[config.mk]
export PLATFORM = sky130hd
export DESIGN_NAME = pipe_stage_reg_flat
export DESIGN_NICKNAME = d
export VERILOG_FILES = /design/src/rtl/pipe_pkg.sv /design/src/rtl/pipe_stage_reg_if.sv /design/src/rtl/pipe_skid_buf.sv /design/src/rtl/pipe_stage_reg.sv /design/src/flat_wrapper.sv
export SDC_FILE = /design/constraint.sdc
export NUM_CORES = 1
export LEC_CHECK = 0
export BUFFER_PORTS_ARGS = -buffer_cell sky130_fd_sc_hd__buf_2
export CORE_ASPECT_RATIO = 0.5
export CORE_MARGIN = 4
export CORE_UTILIZATION = 35
export DETAILED_ROUTE_END_ITERATION = 10
export PLACE_DENSITY_LB_ADDON = 0.3
export SLEW_MARGIN = 20
export SYNTH_ARGS = -nofsm -noshare
export SYNTH_HDL_FRONTEND = slang
export SYNTH_SLANG_ARGS = --single-unit
export TNS_END_PERCENT = 50
[constraint.sdc]
create_clock -name clk -period 2.55 [get_ports clk]
set_input_delay 0.51 -clock clk [delete_from_list [all_inputs] [get_ports clk]]
set_output_delay 0.51 -clock clk [all_outputs]
set_load 0.05 [all_outputs]
[src/rtl/pipe_pkg.sv]
// -----------------------------------------------------------------------------
// pipe_pkg
//   Shared definitions for the elastic pipeline stage register.
//   - Default payload/control widths (EX/MEM layout).
//   - EX/MEM payload field offsets: ALU result, store data, destination reg.
//   - Control bit indices used by downstream stages.
//   - pack_exmem(): assembles a default-layout payload from its fields.
// -----------------------------------------------------------------------------
package pipe_pkg;

  // Default payload: 32b ALU result, 32b store data, 5b rd
  localparam int RESULT_W   = 32;
  localparam int STDATA_W   = 32;
  localparam int RD_W       = 5;

  localparam int RD_LSB     = 0;
  localparam int STDATA_LSB = RD_LSB + RD_W;
  localparam int RESULT_LSB = STDATA_LSB + STDATA_W;

  localparam int DEF_DATA_W = RESULT_LSB + RESULT_W;  // 69
  localparam int DEF_CTRL_W = 5;

  // Control bit positions
  localparam int CTRL_REGWR = 0;
  localparam int CTRL_MEMWR = 1;
  localparam int CTRL_MEMRD = 2;
  localparam int CTRL_M2R   = 3;
  localparam int CTRL_BR    = 4;

  typedef struct packed {
    logic [RESULT_W-1:0] result;
    logic [STDATA_W-1:0] stdata;
    logic [RD_W-1:0]     rd;
  } exmem_data_t;

  function automatic logic [DEF_DATA_W-1:0] pack_exmem(
    input logic [RESULT_W-1:0] result,
    input logic [STDATA_W-1:0] stdata,
    input logic [RD_W-1:0]     rd
  );
    exmem_data_t f;
    f.result = result;
    f.stdata = stdata;
    f.rd     = rd;
    return f;
  endfunction

endpackage

[src/rtl/pipe_stage_reg_if.sv]
// -----------------------------------------------------------------------------
// pipe_stage_reg_if
//   One valid/ready beat channel: valid, ready, data, ctrl.
//   Modports:
//     master : drives valid/data/ctrl, receives ready (producer side)
//     slave  : receives valid/data/ctrl, drives ready (consumer side)
// -----------------------------------------------------------------------------
interface pipe_stage_reg_if
  import pipe_pkg::*;
#(
  parameter int DATA_W = DEF_DATA_W,
  parameter int CTRL_W = DEF_CTRL_W
);

  logic              valid;
  logic              ready;
  logic [DATA_W-1:0] data;
  logic [CTRL_W-1:0] ctrl;

  modport master (output valid, output data, output ctrl, input  ready);
  modport slave  (input  valid, input  data, input  ctrl, output ready);

endinterface

[src/rtl/pipe_skid_buf.sv]
// -----------------------------------------------------------------------------
// pipe_skid_buf
//   Single-entry skid register with its full flag. Catches a beat accepted
//   while the main stage register is stalled.
//   Ports:
//     clk, rst   clock, synchronous active-high reset (empties the buffer)
//     clear      flush: drop the held beat
//     push       capture in_data/in_ctrl, become full
//     pop        held beat moved into the main register, become empty
//     in_data/in_ctrl   beat to capture
//     full       buffer holds a beat
//     data/ctrl  held beat
// -----------------------------------------------------------------------------
module pipe_skid_buf
  import pipe_pkg::*;
#(
  parameter int DATA_W = DEF_DATA_W,
  parameter int CTRL_W = DEF_CTRL_W
) (
  input  logic              clk,
  input  logic              rst,
  input  logic              clear,
  input  logic              push,
  input  logic              pop,
  input  logic [DATA_W-1:0] in_data,
  input  logic [CTRL_W-1:0] in_ctrl,
  output logic              full,
  output logic [DATA_W-1:0] data,
  output logic [CTRL_W-1:0] ctrl
);

  // push and pop never coincide: push needs a stalled main register, pop a free one.
  always_ff @(posedge clk) begin
    if (rst || clear)  full <= 1'b0;
    else if (push)     full <= 1'b1;
    else if (pop)      full <= 1'b0;
  end

  // NOTE: payload flops carry no reset; 'full' alone says whether they mean anything.
  always_ff @(posedge clk) begin
    if (push) begin
      data <= in_data;
      ctrl <= in_ctrl;
    end
  end

endmodule

[src/rtl/pipe_stage_reg.sv]
// -----------------------------------------------------------------------------
// pipe_stage_reg
//   Elastic pipeline stage register with valid/ready handshake, stall by
//   backpressure and flush by bubble insertion. 1-cycle latency, 1 beat/cycle.
//   Build option: PIPE_STAGE_SKID_EN
//     defined   : main + skid register, in_ready registered (= !skid_full)
//     undefined : single register, in_ready = !out_valid | out_ready
//   Ports:
//     clk     clock
//     rst     synchronous active-high reset (priority over everything)
//     flush   drop all held beats and the beat offered this cycle
//     in_if   upstream channel (slave): valid, ready, data, ctrl
//     out_if  downstream channel (master): valid, ready, data, ctrl
//             ctrl is zero whenever valid is low
//     level   beats held after the last edge (0..2, 0..1 without skid)
// -----------------------------------------------------------------------------
module pipe_stage_reg
  import pipe_pkg::*;
#(
  parameter int DATA_W = DEF_DATA_W,
  parameter int CTRL_W = DEF_CTRL_W
) (
  input  logic                    clk,
  input  logic                    rst,
  input  logic                    flush,
  pipe_stage_reg_if.slave         in_if,
  pipe_stage_reg_if.master        out_if,
  output logic [1:0]              level
);

  logic              main_valid;
  logic [DATA_W-1:0] main_data;
  logic [CTRL_W-1:0] main_ctrl;

  logic              main_free;
  logic              accept;

  logic              skid_full;
  logic [DATA_W-1:0] skid_data;
  logic [CTRL_W-1:0] skid_ctrl;

  // Main register can take a new beat this edge when it is empty or retiring.
  assign main_free = !main_valid || out_if.ready;
  // A beat offered during flush is discarded, so it never counts as accepted.
  assign accept    = in_if.valid && in_if.ready && !flush;

`ifdef PIPE_STAGE_SKID_EN
  logic skid_push;
  logic skid_pop;

  // Ready comes straight from a flop: no out_ready -> in_ready path.
  assign in_if.ready = !skid_full;
  assign skid_push   = accept && !main_free;
  assign skid_pop    = main_free && skid_full && !flush;

  pipe_skid_buf #(
    .DATA_W (DATA_W),
    .CTRL_W (CTRL_W)
  ) u_skid (
    .clk     (clk),
    .rst     (rst),
    .clear   (flush),
    .push    (skid_push),
    .pop     (skid_pop),
    .in_data (in_if.data),
    .in_ctrl (in_if.ctrl),
    .full    (skid_full),
    .data    (skid_data),
    .ctrl    (skid_ctrl)
  );
`else
  assign in_if.ready = main_free;
  assign skid_full   = 1'b0;
  assign skid_data   = '0;
  assign skid_ctrl   = '0;
`endif

  // Skid beat is older than anything on the input, so it loads first; while
  // the skid is full in_ready is low, so no input beat competes with it.
  // NOTE: sequential state uses non-blocking assignments so every flop samples pre-edge values.
  always_ff @(posedge clk) begin
    if (rst) begin
      main_valid <= 1'b0;
      main_data  <= '0;
      main_ctrl  <= '0;
    end else if (flush) begin
      main_valid <= 1'b0;
      main_ctrl  <= '0;
    end else if (main_free) begin
      if (skid_full) begin
        main_valid <= 1'b1;
        main_data  <= skid_data;
        main_ctrl  <= skid_ctrl;
      end else if (accept) begin
        main_valid <= 1'b1;
        main_data  <= in_if.data;
        main_ctrl  <= in_if.ctrl;
      end else begin
        // Bubble: clear control so no side effects leak; data is don't-care.
        main_valid <= 1'b0;
        main_ctrl  <= '0;
      end
    end
  end

  assign out_if.valid = main_valid;
  assign out_if.data  = main_data;
  assign out_if.ctrl  = main_ctrl;   // already zero whenever main_valid is low

  assign level = {1'b0, main_valid} + {1'b0, skid_full};

endmodule

[src/flat_wrapper.sv]
// flat-port wrapper written by rule: the top's interface ports become plain ports
module pipe_stage_reg_flat import pipe_pkg::*;
#(
  parameter int DATA_W = DEF_DATA_W,
  parameter int CTRL_W = DEF_CTRL_W
)
  (clk, rst, flush, level, in_if_valid, in_if_data, in_if_ctrl, in_if_ready, out_if_valid, out_if_data, out_if_ctrl, out_if_ready);
  pipe_stage_reg_if #(.DATA_W(DATA_W), .CTRL_W(CTRL_W)) in_if_i ();
  pipe_stage_reg_if #(.DATA_W(DATA_W), .CTRL_W(CTRL_W)) out_if_i ();
  input  logic clk;
  input  logic rst;
  input  logic flush;
  output logic [1:0] level;
  input wire logic [$bits(in_if_i.valid)-1:0] in_if_valid;
  input wire logic [$bits(in_if_i.data)-1:0] in_if_data;
  input wire logic [$bits(in_if_i.ctrl)-1:0] in_if_ctrl;
  output wire logic [$bits(in_if_i.ready)-1:0] in_if_ready;
  output wire logic [$bits(out_if_i.valid)-1:0] out_if_valid;
  output wire logic [$bits(out_if_i.data)-1:0] out_if_data;
  output wire logic [$bits(out_if_i.ctrl)-1:0] out_if_ctrl;
  input wire logic [$bits(out_if_i.ready)-1:0] out_if_ready;
  assign in_if_i.valid = in_if_valid;
  assign in_if_i.data = in_if_data;
  assign in_if_i.ctrl = in_if_ctrl;
  assign in_if_ready = in_if_i.ready;
  assign out_if_valid = out_if_i.valid;
  assign out_if_data = out_if_i.data;
  assign out_if_ctrl = out_if_i.ctrl;
  assign out_if_i.ready = out_if_ready;
  pipe_stage_reg #(.DATA_W(DATA_W), .CTRL_W(CTRL_W)) u_core (.clk(clk), .rst(rst), .flush(flush), .in_if(in_if_i), .out_if(out_if_i), .level(level));
endmodule
==> key figures <==
Synth
  – Post-Syn Area: 3330 um2
  – Number of synthesized register bits: 75
  – Syn nets: 410
  – Syn Area/Cell: 10.1 um2
  – Post-synthesis sequential area ratio: 0.451
  – Count of cell types in the netlist: 16
  – Synth Instances: 331
  – Synth warn: 0

Drt
  – Initial DRC count: 112
  – M1 WL: 3170 um
  – Vias: 2578
  – Final wirelength: 7320 um
  – Antenna-violating nets left: 0
  – Initial DRT Pass Iterations: 4
  – Post-route DRC: 0
  – WL per Instance: 12.3 um
  – WL met2: 3600 um
  – Metal3 WL: 502 um
  – Max Used Layer: met4
  – Via/cell ratio: 4.33

Power and ir drop
  – Leak: 0.00207 uW
  – Pwr dens: 721 nW/um2
  – VDD IR max: 0.000422 V

Worst setup path
  – Crit path launch type: register
  – Worst r2r src: u_core.out_if.valid$_SDFFE_PP0P_
  – Crit path max fanout: 8
  – Critical Path RT: 2040 ps
  – CP max-delay cell: dfxtp_1
  – CP endpoint kind: output port
  – R2R Path End: u_core.out_if.data[62]$_SDFFE_PP0P_
  – WS Path Type: register to output port
  – CP Data Arrival Time: 1340 ps
  – Worst Reg-to-Reg Cells: 5
  – Slowest cell delay on critical path: 310 ps
  – R2R setup slack: 950 ps
  – Crit-path cells: nor2b_1, buf_4, inv_1, buf_2

STA
  – RSZ-0062 raised after global routing: false
  – Setup TNS: 0 ps
  – Final worst-path cycle share: 0.725
  – Worst slew pin tran: 557 ps
  – Final hold violations: 0
  – Clock Skew: 5.15 ps
  – Worst slew margin: 0.629
  – Slew Limit Fails: 0
  – Final Setup Violations: 0
  – Fmax: 541 MHz
  – Final Critical Period: 1850 ps

GRT
  – Number of global-route vias before repair: 2533
  – Congestion Overflow GR: 0
  – Initial antenna violation count: 0
  – Largest net degree at the start of global routing: 97
  – First-pass GRT wire length: 12200 um
  – Total GRT Usage: 0.131

Placement
  – Placed Area: 4150 um2
  – RD Place Congestion: 0.729
  – Port-buffer cells: 155
  – Placed cells: 580
  – Dpl hpwl: 5260 um

Floorplanning
  – Die Span X: 146 um
  – Core Box Area: 8980 um2
  – FP Rows: 24
  – Initial core utilization: 0.371
  – Die area: 11200 um2
  – Die extent in y: 76.9 um
  – I/O pin cnt: 157

Layout
  – Ant. Diodes: 0
  – Layout Utilization: 0.501
  – Number of fill cells: 860
  – Post-route cell area: 4500 um2
  – NumNets Final: 553
  – P&R area growth vs syn: 35.2%
  – Ratio of cells with drive above 1 in the final layout: 0.370
  – Non-filler instance count after layout: 596

Job
  – Max cap viols: 0

Hold path
  – Hold endpoint: u_core.out_if.data[14]$_SDFFE_PP0P_
  – Min-Delay Path Class: primary input to register
  – Hold Path Depth: 3
  – Hold Path Origin: in_if_data[14]

Clock tree
  – CTS buffer count: 9
  – CTS tree: done
  – Sink Count: 75
  – Clock slew at reported path FFs: 60 ps
  – CTS root buf: clkbuf_16
  – Setup Fix Bufs, Post-CTS: 0
  – H-tree levels: 3
  – Hold_buf cts: 0
  – Cts repair resizes: 0
  – Worst skew pair latency: 320 ps
  – CTS Buffer Depth: 2

Outcome
  – Outcome: finished clean
==> where the power goes <==
group | internal (uW) | switching [uW]
clock | 982 | 471
sequential | 1230 | 28.1
combinational | 184 | 347
==> cells in the mapped netlist <==
library cell / instances / area share
nand3_1: 5 / 0.0075
buf_6: 2 / 0.0068
nor2_1: 2 / 0.0023
nand2_1: 5 / 0.0056
buf_12: 1 / 0.0060
nor3b_2: 1 / 0.0038
a21oi_1: 5 / 0.0075
or2_2: 1 / 0.0019
conb_1: 1 / 0.0011
nand2b_1: 138 / 0.26
inv_1: 1 / 0.0011
clkbuf_1: 16 / 0.018
dfxtp_1: 75 / 0.45
nor2b_1: 1 / 0.0019
buf_4: 8 / 0.018
mux2i_1: 69 / 0.21
==> registers in the layout (all words and copies together) (netlist names) <==
name	cells
u_core.out_if.valid	1
u_core.out_if.data	69
u_core.out_if.ctrl	5
==> through the flow <==
stage               power (uW)  setup WS (ps)  hold WS [ps]
finish                    3240            701           442
global route              3390            624           433
CTS                       3300            679           429
detailed placement        1820            754           447
global placement          1820            811           440
floorplan                 1680            838           631
==> area by class of cell <==
type | count | area (um2) | share of cell area
clock buffers | 10 | 239 | 0.0531
clock inverters | 6 | 113 | 0.0250
inverters | 1 | 3.75 | 0.000834
multi-input cells | 228 | 1670 | 0.370
flip-flops and latches | 75 | 1500 | 0.334
well taps | 117 | 146 | 0.0325
repair buffers | 159 | 831 | 0.185
==> how the worst max path moves through the flow <==
stage / cells after the start / to / startpoint / slack (ps)
final: 4 / in_if_ready / u_core.out_if.valid$_SDFFE_PP0P_ / 700
after global routing: 4 / in_if_ready / u_core.out_if.valid$_SDFFE_PP0P_ / 620
after CTS: 4 / in_if_ready / u_core.out_if.valid$_SDFFE_PP0P_ / 680
after detailed placement: 6 / u_core.out_if.data[62]$_SDFFE_PP0P_ / out_if_ready / 750
after global placement: 6 / u_core.out_if.data[9]$_SDFFE_PP0P_ / out_if_ready / 810
after floorplan: 3 / in_if_ready / u_core.out_if.valid$_SDFFE_PP0P_ / 840
==> cell families (layout without fill, tap and decap cells) <==
family	after synthesis	count (layout)	synth area share
AO/OA/AOI/OAI	5	5	0.00752
buffers and inverters	28	176	0.0500
flip-flops	75	75	0.451
multiplexers	69	69	0.208
other	1	1	0.00113
AND/OR/NAND/NOR	153	153	0.282
==> per-layer routing <==
layer  up-vias  global-route usage
met4         0              0.0341
met5         -                   0
met2        68               0.228
met3         4              0.0495
met1      1161               0.153
li1       1345                   -
==> layout by cell type (no fill, tap or decap) <==
cell and n:
buf_12 2, buf_4 2, bufinv_16 3, inv_1 1, nand3_1 5, clkbuf_16 9, nand2_1 5, nor2_1 2
clkinvlp_4 3, a21oi_1 5, mux2i_1 69, nor2b_1 1, dfxtp_1 75, nand2b_1 138, nor3b_4 1, clkbuf_8 1
conb_1 1, buf_2 155, or2_2 1
==> worst max-delay path: cells and delay by family (launching register included) <==
family / cells / cell delay [ps]
buffers and inverters: 3 / 590
AND/OR/NAND/NOR: 1 / 130
flip-flops: 1 / 310
Power figures use the tool's default switching activity.
